`config.mk`:
```
export PLATFORM = sky130hd
export DESIGN_NAME = storage_int_seq
export DESIGN_NICKNAME = d
export VERILOG_FILES = /design/src/rtl/storage_int_seq_pkg.sv /design/src/rtl/int_spr_file.sv /design/src/rtl/storage_int_seq.sv
export SDC_FILE = /design/constraint.sdc
export NUM_CORES = 1
export LEC_CHECK = 0
export ABC_AREA = 0
export CAP_MARGIN = 40
export CORE_AREA = 2 2 129 131
export CTS_CLUSTER_DIAMETER = 80
export DETAILED_ROUTE_END_ITERATION = 8
export DIE_AREA = 0 0 131 133
export GPL_TIMING_DRIVEN = 1
export PLACE_DENSITY = 0.74
export SLEW_MARGIN = 20
export SYNTH_ARGS = -nofsm -noshare
export SYNTH_HDL_FRONTEND = slang
export SYNTH_SLANG_ARGS = --single-unit
export TNS_END_PERCENT = 50
```
`constraint.sdc`:
```
create_clock -name clk -period 1.4 [get_ports clk]
set_input_delay 0.28 -clock clk [delete_from_list [all_inputs] [get_ports clk]]
set_output_delay 0.28 -clock clk [all_outputs]
set_load 0.01 [all_outputs]
```
`src/rtl/storage_int_seq_pkg.sv`:
```
// Shared MSR bit indices, interrupt vectors, cause masks and sequencer state encodings.
// ST_RFI exists only when STORAGE_INT_RFI_EN is defined.
package storage_int_seq_pkg;

    // MSR bit positions, MSB-0 numbering
    localparam int MSR_EE = 16;
    localparam int MSR_PR = 17;
    localparam int MSR_IP = 25;
    localparam int MSR_IR = 26;
    localparam int MSR_DR = 27;

    localparam logic [0:31] VEC_DSI_OFS   = 32'h0000_0300;
    localparam logic [0:31] VEC_ISI_OFS   = 32'h0000_0400;
    localparam logic [0:31] VEC_HIGH_BASE = 32'hFFF0_0000;
    localparam logic [0:31] CAUSE_PROT    = 32'h0800_0000;
    localparam logic [0:31] CAUSE_STORE   = 32'h0200_0000;
    localparam logic [0:31] RFI_PC_MASK   = 32'hFFFF_FFFC;

    typedef enum logic [2:0] {
        ST_IDLE  = 3'd0,
        ST_FLUSH = 3'd1,
        ST_SAVE  = 3'd2,
        ST_VECT  = 3'd3,
        ST_ACK   = 3'd4
`ifdef STORAGE_INT_RFI_EN
        , ST_RFI = 3'd5
`endif
    } state_e;

    typedef enum logic {
        CAUSE_DSI = 1'b0,
        CAUSE_ISI = 1'b1
    } cause_e;

    // Interrupt entry runs untranslated, in supervisor mode, with external interrupts masked.
    function automatic logic [0:31] msr_on_int(input logic [0:31] msr);
        logic [0:31] m;
        m         = msr;
        m[MSR_EE] = 1'b0;
        m[MSR_PR] = 1'b0;
        m[MSR_IR] = 1'b0;
        m[MSR_DR] = 1'b0;
        return m;
    endfunction

endpackage

```
`src/rtl/int_spr_file.sv`:
```
// Save/restore SPRs (SRR0, SRR1, DAR, DSISR) with one write enable per register.
module int_spr_file (
    input  logic        clk,
    input  logic        rst,
    input  logic        srr0_we,
    input  logic [0:31] srr0_wd,
    input  logic        srr1_we,
    input  logic [0:31] srr1_wd,
    input  logic        dar_we,
    input  logic [0:31] dar_wd,
    input  logic        dsisr_we,
    input  logic [0:31] dsisr_wd,
    output logic [0:31] srr0,
    output logic [0:31] srr1,
    output logic [0:31] dar,
    output logic [0:31] dsisr
);

    logic [0:31] srr0_d, srr0_q;
    logic [0:31] srr1_d, srr1_q;
    logic [0:31] dar_d, dar_q;
    logic [0:31] dsisr_d, dsisr_q;

    always_comb begin
        srr0_d  = srr0_we  ? srr0_wd  : srr0_q;
        srr1_d  = srr1_we  ? srr1_wd  : srr1_q;
        dar_d   = dar_we   ? dar_wd   : dar_q;
        dsisr_d = dsisr_we ? dsisr_wd : dsisr_q;
    end

    always_ff @(posedge clk) begin
        if (rst) begin
            srr0_q  <= '0;
            srr1_q  <= '0;
            dar_q   <= '0;
            dsisr_q <= '0;
        end else begin
            srr0_q  <= srr0_d;
            srr1_q  <= srr1_d;
            dar_q   <= dar_d;
            dsisr_q <= dsisr_d;
        end
    end

    assign srr0  = srr0_q;
    assign srr1  = srr1_q;
    assign dar   = dar_q;
    assign dsisr = dsisr_q;

endmodule

```
`src/rtl/storage_int_seq.sv`:
```
// Storage-interrupt sequencer: DSI/ISI entry (flush, save, vector, ack) and optional rfi return.
// Define STORAGE_INT_RFI_EN to build the rfi path; otherwise rfi_req is ignored.
//
// state | meaning
// IDLE  | waiting for dsi/isi (or rfi_req)
// FLUSH | flush pulse, cause held
// SAVE  | SRR0/SRR1 (and DAR/DSISR on DSI) load at end of cycle
// VECT  | PC redirect to vector, MSR write
// ACK   | clear pulse to detector(s)
// RFI   | single-cycle return: flush, redirect to SRR0, MSR <- SRR1
module storage_int_seq
    import storage_int_seq_pkg::*;
(
    input  logic        clk,
    input  logic        rst,
    input  logic        dsi,
    input  logic        isi,
    input  logic [0:31] dsi_pc,
    input  logic [0:31] dsi_ea,
    input  logic        dsi_store,
    input  logic [0:31] isi_pc,
    input  logic [0:31] MSR,
    input  logic        rfi_req,
    output logic        ack_dsi,
    output logic        ack_isi,
    output logic        rfi_ack,
    output logic        busy,
    output logic        flush,
    output logic        npc_we,
    output logic [0:31] npc,
    output logic        msr_we,
    output logic [0:31] msr_nxt,
    output logic [0:31] SRR0,
    output logic [0:31] SRR1,
    output logic [0:31] DAR,
    output logic [0:31] DSISR
);

    state_e      state_d, state_q;
    cause_e      cause_d, cause_q;
    logic        flush_d, flush_q;
    logic        busy_d, busy_q;
    logic        npc_we_d, npc_we_q;
    logic        msr_we_d, msr_we_q;
    logic        ack_dsi_d, ack_dsi_q;
    logic        ack_isi_d, ack_isi_q;
    logic        rfi_ack_d, rfi_ack_q;
    logic [0:31] npc_d, npc_q;
    logic [0:31] msr_nxt_d, msr_nxt_q;

    logic        spr_we;
    logic        spr_dsi_we;
    logic [0:31] srr0_wd;
    logic [0:31] srr1_wd;
    logic [0:31] dsisr_wd;

    always_comb begin
        state_d   = state_q;
        cause_d   = cause_q;
        flush_d   = 1'b0;
        busy_d    = 1'b0;
        npc_we_d  = 1'b0;
        msr_we_d  = 1'b0;
        ack_dsi_d = 1'b0;
        ack_isi_d = 1'b0;
        rfi_ack_d = 1'b0;
        npc_d     = '0;
        msr_nxt_d = '0;
        case (state_q)
            ST_IDLE: begin
                // dsi wins: the faulting load/store is older than the faulting fetch
                if (dsi) begin
                    state_d = ST_FLUSH;
                    cause_d = CAUSE_DSI;
                    flush_d = 1'b1;
                    busy_d  = 1'b1;
                end else if (isi) begin
                    state_d = ST_FLUSH;
                    cause_d = CAUSE_ISI;
                    flush_d = 1'b1;
                    busy_d  = 1'b1;
                end
`ifdef STORAGE_INT_RFI_EN
                else if (rfi_req) begin
                    state_d   = ST_RFI;
                    flush_d   = 1'b1;
                    busy_d    = 1'b1;
                    npc_we_d  = 1'b1;
                    msr_we_d  = 1'b1;
                    rfi_ack_d = 1'b1;
                    npc_d     = SRR0 & RFI_PC_MASK;
                    msr_nxt_d = SRR1;
                end
`endif
            end
            ST_FLUSH: begin
                state_d = ST_SAVE;
                busy_d  = 1'b1;
            end
            ST_SAVE: begin
                state_d   = ST_VECT;
                busy_d    = 1'b1;
                npc_we_d  = 1'b1;
                msr_we_d  = 1'b1;
                npc_d     = (MSR[MSR_IP] ? VEC_HIGH_BASE : 32'h0)
                          + ((cause_q == CAUSE_DSI) ? VEC_DSI_OFS : VEC_ISI_OFS);
                msr_nxt_d = msr_on_int(MSR);
            end
            ST_VECT: begin
                // a DSI also drops any ISI raised by the younger, now-flushed fetch
                state_d   = ST_ACK;
                busy_d    = 1'b1;
                ack_dsi_d = (cause_q == CAUSE_DSI);
                ack_isi_d = 1'b1;
            end
            ST_ACK: begin
                state_d = ST_IDLE;
            end
            default: begin
                state_d = ST_IDLE;
            end
        endcase
    end

    always_ff @(posedge clk) begin
        if (rst) begin
            state_q   <= ST_IDLE;
            cause_q   <= CAUSE_DSI;
            flush_q   <= 1'b0;
            busy_q    <= 1'b0;
            npc_we_q  <= 1'b0;
            msr_we_q  <= 1'b0;
            ack_dsi_q <= 1'b0;
            ack_isi_q <= 1'b0;
            rfi_ack_q <= 1'b0;
            npc_q     <= '0;
            msr_nxt_q <= '0;
        end else begin
            state_q   <= state_d;
            cause_q   <= cause_d;
            flush_q   <= flush_d;
            busy_q    <= busy_d;
            npc_we_q  <= npc_we_d;
            msr_we_q  <= msr_we_d;
            ack_dsi_q <= ack_dsi_d;
            ack_isi_q <= ack_isi_d;
            rfi_ack_q <= rfi_ack_d;
            npc_q     <= npc_d;
            msr_nxt_q <= msr_nxt_d;
        end
    end

    always_comb begin
        spr_we     = (state_q == ST_SAVE);
        spr_dsi_we = spr_we && (cause_q == CAUSE_DSI);
        srr0_wd    = (cause_q == CAUSE_DSI) ? dsi_pc : isi_pc;
        srr1_wd    = (cause_q == CAUSE_DSI) ? MSR : (MSR | CAUSE_PROT);
        dsisr_wd   = CAUSE_PROT | (dsi_store ? CAUSE_STORE : 32'h0);
    end

    int_spr_file u_spr (
        .clk      (clk),
        .rst      (rst),
        .srr0_we  (spr_we),
        .srr0_wd  (srr0_wd),
        .srr1_we  (spr_we),
        .srr1_wd  (srr1_wd),
        .dar_we   (spr_dsi_we),
        .dar_wd   (dsi_ea),
        .dsisr_we (spr_dsi_we),
        .dsisr_wd (dsisr_wd),
        .srr0     (SRR0),
        .srr1     (SRR1),
        .dar      (DAR),
        .dsisr    (DSISR)
    );

    assign busy    = busy_q || ((state_q == ST_IDLE) && (dsi || isi));
    assign flush   = flush_q;
    assign npc_we  = npc_we_q;
    assign msr_we  = msr_we_q;
    assign npc     = npc_q;
    assign msr_nxt = msr_nxt_q;
    assign ack_dsi = ack_dsi_q;
    assign ack_isi = ack_isi_q;
    assign rfi_ack = rfi_ack_q;

endmodule

```
## Yosys cells after proc, flatten, opt, wreduce, memory -nomap -nowiden

Cells that the tools add are included.

| storage, ports and cells | value |
|---|---|
| input port bits | 134 |
| bits in registers | 201 |
| word-level logic and storage cells | 49 |

| operators by class | value |
|---|---|
| add/sub/neg operators | 1 |
| reductions and logical operators | 11 |
| bitwise operators | 4 |
| mux-type cells | 15 |
| equal/unequal tests | 4 |

Operator list:

| kind | count |
|---|---|
| $mux 32 | 2 |
| $add 32x11->32 | 1 |
| $mux 28 | 1 |
| $mux 26 | 1 |
| $pmux 3 s4 | 1 |
| $mux 11 | 1 |
| $eq 3x2->1 const B | 2 |
| $mux 1 | 6 |
| $mux 3 | 2 |
| $reduce_or 2->1 | 3 |
| $not 1->1 | 4 |
| $eq 3x1->1 const B | 1 |
| $logic_not 3->1 | 1 |
| $ne 3x3->1 const B | 1 |
| $reduce_or 3->1 | 1 |
| $logic_and 1x1->1 | 2 |
| $logic_or 1x1->1 | 2 |
| $pmux 1 s2 | 1 |
| $reduce_and 2->1 | 1 |
| $reduce_bool 2->1 | 1 |

## Logic depth before layout (Yosys ltp)

| depth | value |
|---|---|
| word-level depth | 3 |
| depth in mapped cells | 7 |
| gate-level depth less buffers | 4 |

## By module

A second synthesis with hierarchy kept.

| second synthesis, totals | value |
|---|---|
| cell total of the unflattened synthesis | 586 |
| area, all modules | 6495.0 sq um |

By module, submodules not included:

| module | times used | seq. area each (sq um) | area an instance (sq um) | cells an instance |
|---|---|---|---|---|
| int_spr_file | 1 | 2562.5 | 4679.5 | 414 |
| storage_int_seq | 1 | 780.7 | 1815.5 | 172 |

## Least setup slack after synthesis

No wires, ideal clock.

| path | value |
|---|---|
| kind | flip-flop to flip-flop |
| start | register state_q[2] |
| end | register u_spr.dar_q (netlist bit u_spr.dar[21]) |
| path buffers | 3 |
| data arrival time | 1.338 ns |
| clock period less this slack | 1.470 ns |
| cell stages (with the launch flop) | 7 |
| slack | -0.070 ns |
| path through | dfxtp_1 buf_6 or4b_4 buf_6 buf_8 nand2_1 a21oi_1 |

| on the way | value |
|---|---|
| cells in the longest elaborated chain, start to end | 2 |

RTL lines:

| item | RTL line | text |
|---|---|---|
| start: declaration | storage_int_seq.sv:39 | `state_e state_d, state_q;` |
| start signal: assignment | storage_int_seq.sv:139 | `state_q <= state_d;` |
| $eq 3x2->1 | storage_int_seq.sv:154 | `spr_we = (state_q == ST_SAVE);` |
| $logic_and 1x1->1 | storage_int_seq.sv:155 | `spr_dsi_we = spr_we && (cause_q == CAUSE_DSI);` |
| end signal: assignment | int_spr_file.sv:40 | `dar_q <= dar_d;` |
| end: declaration | int_spr_file.sv:21 | `logic [0:31] dar_d, dar_q;` |

No other way between the ends.
A chain may end at the register's enable or synchronous reset.

## Worst setup path after layout

| path | value |
|---|---|
| start | register state_q[2] |
| end | register u_spr.dar_q (netlist bit u_spr.dar[13]) |

Same word-level chain as after synthesis.

==> results.sh <==
export IMPL_crit_end="u_spr.dar[13]"
export IMPL_r2r_end="u_spr.dar[13]"
export IMPL_die_x_microns=131
export IMPL_cp_max_fo=10
export IMPL_gp_congestion=0.750
export IMPL_clkSinkCount=137
export IMPL_synth_edf_count=0
export IMPL_cts_made_buffers=17
export IMPL_cts_root_buf="clkbuf_16"
export IMPL_clock_latency_ps=410
export IMPL_dieHeight_microns=133
export IMPL_violations="setup timing"
export IMPL_cap_violations=0
export IMPL_reg2reg_depth=5
export IMPL_final_cell_mix="dfxtp_1 (132), clkdlybuf4s50_1 (131), dlygate4sd2_1 (130), nand2_1 (127), a21oi_1 (62)"
export IMPL_wl_per_cell_microns=15.2
export IMPL_postLayoutCoreUtil_pct=55.9
export IMPL_status="finished with violations"
export IMPL_peakVddDrop_mv=0.759
export IMPL_synth_flop_cell="dfxtp_1"
export IMPL_layout_commonest_cell="dfxtp_1"
export IMPL_firstDrtPassIters=6
export IMPL_setup_viol=96
export IMPL_crit_type="register to register"
export IMPL_fin_crit_ps=1560
export IMPL_synthArstFlopShare_pct=0
export IMPL_max_freq_mhz=641
export IMPL_wirelength_microns=16300
export IMPL_syn_inst=555
export IMPL_required_ps=1680
export IMPL_slowest_stage="or4b_4"
export IMPL_hp_class="primary input to register"
export IMPL_grt_pass1_vias=4346
export IMPL_crit_arrival_ps=1840
export IMPL_syn_to_final_growth_pct=72.9
export IMPL_r2r_start="state_q[2]"
export IMPL_antenna_found_initial=0
export IMPL_grt_pass1_wl_microns=22100
export IMPL_p_per_area_mw_per_mm2=1230
export IMPL_synth_distinct_cells=26
export IMPL_grt_start_max_net_pins=35
export IMPL_setup_worst_path_end_class="register"
export IMPL_fin_skew_ps=6.70
export IMPL_coreArea_sq_mm=0.0162
export IMPL_io_buffers=279
export IMPL_layout_nets=975
export IMPL_syn_area_per_cell_sq_um=9.42
export IMPL_grt_setup_unrepaired="yes"
export IMPL_cts_max_path_buffers=2
export IMPL_reg2reg_setup_slack_ps=-160
export IMPL_yosysWarnings=0
export IMPL_vias=4668
export IMPL_grt_usage_pct=16.4
export IMPL_fill_cells=1452
export IMPL_slew_viol_final=0
export IMPL_placed_area_sq_mm=0.00806
export IMPL_ctsHtreeMaxLevel=4
export IMPL_antenna_left=0
export IMPL_diodes=0
export IMPL_drc=0
export IMPL_dpl_hpwl_microns=10500
export IMPL_leakagePower_uw=0.00405
export IMPL_start_util_pct=32.3
export IMPL_drive_gt1_share_pct=15.6
export IMPL_critPathLaunchType="register"
export IMPL_grt_ovfl_total=0
export IMPL_row_count=47
export IMPL_cts_tree="yes"
export IMPL_synth_area_leaders="dfxtp_1 (52%), buf_4 (9.5%), nand2_1 (9.2%), a21oi_1 (6.2%), mux2i_1 (6.1%)"
export IMPL_yosysTopAreaCell="dfxtp_1"
export IMPL_synth_seq_area_share_pct=52.4
export IMPL_crit_path_start="state_q[2]"
export IMPL_critical_path_top_delay_family="simple AND/OR/NAND/NOR gates"
export IMPL_synth_seq_cells=137
export IMPL_drtIter0Drc=137
export IMPL_cp_num_cells=5
export IMPL_finalCritPeriodShare_pct=111
export IMPL_clk_pin_slew_ps=60
export IMPL_min_delay_start="rst"
export IMPL_fin_ws_ps=-160
export IMPL_dieArea_sq_mm=0.0174
export IMPL_path_buf_inv=2
export IMPL_vias_per_cell=4.35
export IMPL_io_pins=333
export IMPL_stdcell_area_sq_mm=0.00904
export IMPL_cp_cell_sequence="buf_6 -> or4b_4 -> clkbuf_16 -> nand2_1 -> a21oi_1"
export IMPL_synth_area_sq_mm=0.00523
export IMPL_yosysTopAreaCellShare_pct=52.4
export IMPL_finalHoldViolations=0
export IMPL_slowest_delay_ps=620
## synthesized netlist by cell type (all sizes together), types with 2 or more instances
| master | count |
|---|---|
| mux2i | 32 |
| buf | 91 |
| a21oi | 65 |
| nor4 | 3 |
| nand2 | 129 |
| nor2 | 6 |
| clkbuf | 13 |
| nand2b | 2 |
| and2 | 29 |
| o2bb2ai | 32 |
| dfxtp | 137 |
| nor3 | 7 |
## worst min-delay path by stage
stage / endpoint / slack (ps) / depth (start not counted)
after global routing: u_spr.dar[23] / 400 / 3
after detailed placement: u_spr.srr0[22] / 450 / 1
final: state_q[1] / 360 / 3
after CTS: u_spr.dsisr[6] / 330 / 3
after floorplan: cause_q / 380 / 1
after global placement: u_spr.dar[16] / 440 / 2
## kinds of logic after synthesis
logic type,synth area share (%)
simple gates,15.7
flops,52.4
buf+inv,13.7
compound gates,11.8
mux,6.12
xor+xnor,0.167
other cells,0.0717
## repair_timing
item                                    in CTS  in global routing
setup buffers                                0                  8
pin swaps                                    3                 19
resized for setup                          176                 67
endpoints found under the setup margin     187                132
hold buffers                                 0                  0
cloned                                       0                 12
endpoints found under the hold margin        0                  0
## per-stage QoR
step           TNS, ps  total power [uW]  hold slack [ps]  cells  setup slack (ps)
6_report         -6590             11100              365   1074              -160
5_1_grt         -11920             11600              397   1074              -195
4_1_cts          -1630             10900              326   1057              -256
3_5_place_dp     -2860              6560              446   1025              -582
3_3_place_gp     -2190              6530              441   1025              -588
2_1_floorplan    -1720              5440              377    606             -58.7
## registers in the layout (all words and copies together), names as in the netlist
name,count
flush,1
u_spr.srr0,32
u_spr.srr1,32
u_spr.dsisr,2
msr_nxt,28
ack_dsi,1
state_q,3
busy_q,1
cause_q,1
msr_we,1
ack_isi,1
u_spr.dar,32
npc,2
## power breakdown
| part | leakage (uW) | internal [uW] | total [uW] | switching, uW |
|---|---|---|---|---|
| Sequential | 0.00112 | 4190 | 4330 | 139 |
| Combinational | 0.00266 | 1250 | 2340 | 1100 |
| Clock | 0.000275 | 2680 | 4430 | 1760 |
## layout make-up
class	count	area, sq um	share of cell area [%]
clock inverters	14	148	1.63
well taps	220	275	3.04
inverters	1	11.3	0.125
repair buffers	320	3230	35.7
multi-input cells	364	2190	24.2
flip-flops and latches	137	2750	30.4
clock buffers	18	439	4.86
## tightest hold or removal path: cells and delay by family
kind	cells	cell delay [ps]
and+or+nand+nor	1	70
buffers and inverters	2	380
## routing by layer
layer	routed length (microns)	GRT usage, %	part of all wire (%)
met3	1220	5.74	7.5
met1	6390	17.8	39
met5	0	0	0
met2	8460	28.8	52
met4	275	6.32	1.7
No activity file was read; power rests on OpenSTA's default activity.
==> RTL change: new RTL, same settings <==
Reset style: asynchronous (`rst`), changed in 2 clocked blocks.
--- a/src/rtl/int_spr_file.sv
+++ b/src/rtl/int_spr_file.sv
@@ -29,5 +29,5 @@
     end
 
-    always_ff @(posedge clk) begin
+    always_ff @(posedge clk or posedge rst) begin
         if (rst) begin
             srr0_q  <= '0;
--- a/src/rtl/storage_int_seq.sv
+++ b/src/rtl/storage_int_seq.sv
@@ -123,5 +123,5 @@
     end
 
-    always_ff @(posedge clk) begin
+    always_ff @(posedge clk or posedge rst) begin
         if (rst) begin
             state_q   <= ST_IDLE;
Formal check against the unedited RTL: differs if rst is asserted again (counterexample within 4 cycles, from zero or initial values and one cycle with rst high); with rst held inactive, the same outputs for 10 cycles.
==> RTL change against the unedited design <==
The run still ends with setup timing left. Synthesized area increased by 12%. Cell area grew 3.1%. Sequential share of layout area increased by 6.4 points. Hold slack got worse by 0.032 ns. Critical path depth unchanged. Sequential cell count did not move. Worst setup slack got worse by 0.080 ns. Count of clock-buffer cells in the layout up 1. Core utilization rose by 1.7 points. Wire length shrank 11%. Critical path type unchanged.
Power is not compared: it rests on default switching activity, and its combinational part moved more than twofold at a synthesized area within 25%.
==> RTL change: results (changes against the unedited design) <==
- Inverters: 3 (was 1)
- Vias in the first global route: 4295 (was 4346)
- HPWL Detailed: 10970 um (was 10550 um)
- Detailed-route via count: 4015 (was 4668)
- Worst-Skew Late Latency: 0.42 ns
- Root buf cell: clkbuf_16 (unchanged)
- Synth area leaders: dfrtp_1 (59%), mux2_2 (24%), buf_4 (9.0%) (was dfxtp_1 (52%), buf_4 (9.5%), nand2_1 (9.2%))
- Status: finished, violations left (unchanged)
- Multi-input gate count: 228 (was 364)
- Crit path max fanout: 17 (was 10)
- Top post-synthesis cells by count: dfrtp_1 (137), mux2_2 (126), buf_4 (70) (was dfxtp_1 (137), nand2_1 (128), buf_4 (66))
- Sequential cell area: 3428 sq um (was 2751 sq um)
- P_comb: 9.14 mW
- Failing checks: setup timing (unchanged)
- Ant. Diodes: 1 (was 0)
- Final design utilization: 57.63% (was 55.91%)
- Sum Neg Setup Slack: -18.88 ns (was -6.593 ns)
- First-pass GRT wire length: 22210 um (was 22150 um)
- Setup WS post-layout: -0.2396 ns (was -0.1597 ns)
- Initial antenna violation count: 0 (unchanged)
- Synth async-reset ratio: 100.0% (was 0%)
- Placed cell area: 8728 sq um (was 8059 sq um)
- Fraction of layout cells with a size suffix above 1: 28.43% (was 15.57%)
- Pre-antenna DRT Iters: 4 (was 6)
- Area of the multi-input gates: 2008 sq um (was 2188 sq um)
- Tot GR Track Use: 16.93% (was 16.38%)
- FF+latch count: 137 (unchanged)
- Sequential share of the synthesized area: 58.75% (was 52.44%)
- Via density: 4.359 (was 4.346)
- Dpl ws: -0.5285 ns (was -0.5818 ns)
- Worst Setup SP: state_q[0] (was state_q[2])
- Routed len/inst: 15.84 um (was 15.22 um)
- Bufs w/o clock: 300 (was 320)
- WP data arrival: 1.94 ns (was 1.84 ns)
- Final clock skew: 0.005762 ns (was 0.006695 ns)
- Layout Nets: 821 (was 975)
- Hold Path Class: input port to async pin (was input port to flip-flop)
- Clk tree area frac: 6.820% (was 6.490%)
- Initial drt markers: 106 (was 137)
- Distinct cell type count after synthesis: 25 (was 26)
- Final setup fails: 102 (was 96)
- Worst Setup EP: u_spr.dar[31] (was u_spr.dar[13])
- Buffer share of cell area: 31.71% (was 35.70%)
- Fill count: 1327 (was 1452)
## RTL change: cell types whose count changed after synthesis, sizes merged, moves of 3 or more
| cell | delta |
|---|---|
| mux2 | +128 |
| o2bb2ai | -32 |
| nand2 | -129 |
| nor3 | -6 |
| dfrtp | +137 |
| clkbuf | -10 |
| nor4 | -3 |
| a21oi | -64 |
| buf | -8 |
| mux2i | -31 |
| dfxtp | -137 |
## RTL change: per-layer routing
layer	up-vias	track usage, %	share of wire (%)
li1	1824	-	-
met1	1963	15.91	33
met2	192	30.25	54
met3	36	7.723	9.6
met4	0	8.747	3.3
met5	-	0	0
## RTL change: worst min-delay path by stage
stage / start / endpoint / slack [ns] / cells after the start
after global routing: rst / u_spr.dar[3] / 0.35 / 3
final: rst / msr_nxt[22] / 0.33 / 3
after global placement: u_spr.dsisr[4] / u_spr.dsisr[4] / 0.45 / 1
after floorplan: dsi / cause_q / 0.36 / 1
after detailed placement: u_spr.dsisr[4] / u_spr.dsisr[4] / 0.46 / 1
after CTS: rst / msr_nxt[25] / 0.33 / 3
## RTL change: kinds of logic (layout without fill, tap and decap cells)
logic type             Yosys count  in the layout  share of synthesized area [%]
AO/OA/AOI/OAI                    4              4                         0.5146
XOR/XNOR                         1              1                         0.1501
buffers and inverters           89            335                          10.81
flip-flops                     137            137                          58.75
multiplexers                   129            129                          24.87
other                            1             53                        0.06426
AND/OR/NAND/NOR                 42             42                          4.845
## RTL change: what timing repair did
action                     4_1_cts  5_1_grt
pin swaps                        0        2
buffers inserted                 0        1
gates cloned                     0        1
gates resized for setup        207       76
setup endpoints to repair      248      195
## RTL change: worst max-delay path: stages (launching register included)
cell       delay (ns)
dfrtp_1          0.41
buf_6            0.15
nor4b_4          0.27
buf_6            0.16
clkbuf_16        0.18
mux2_2           0.34
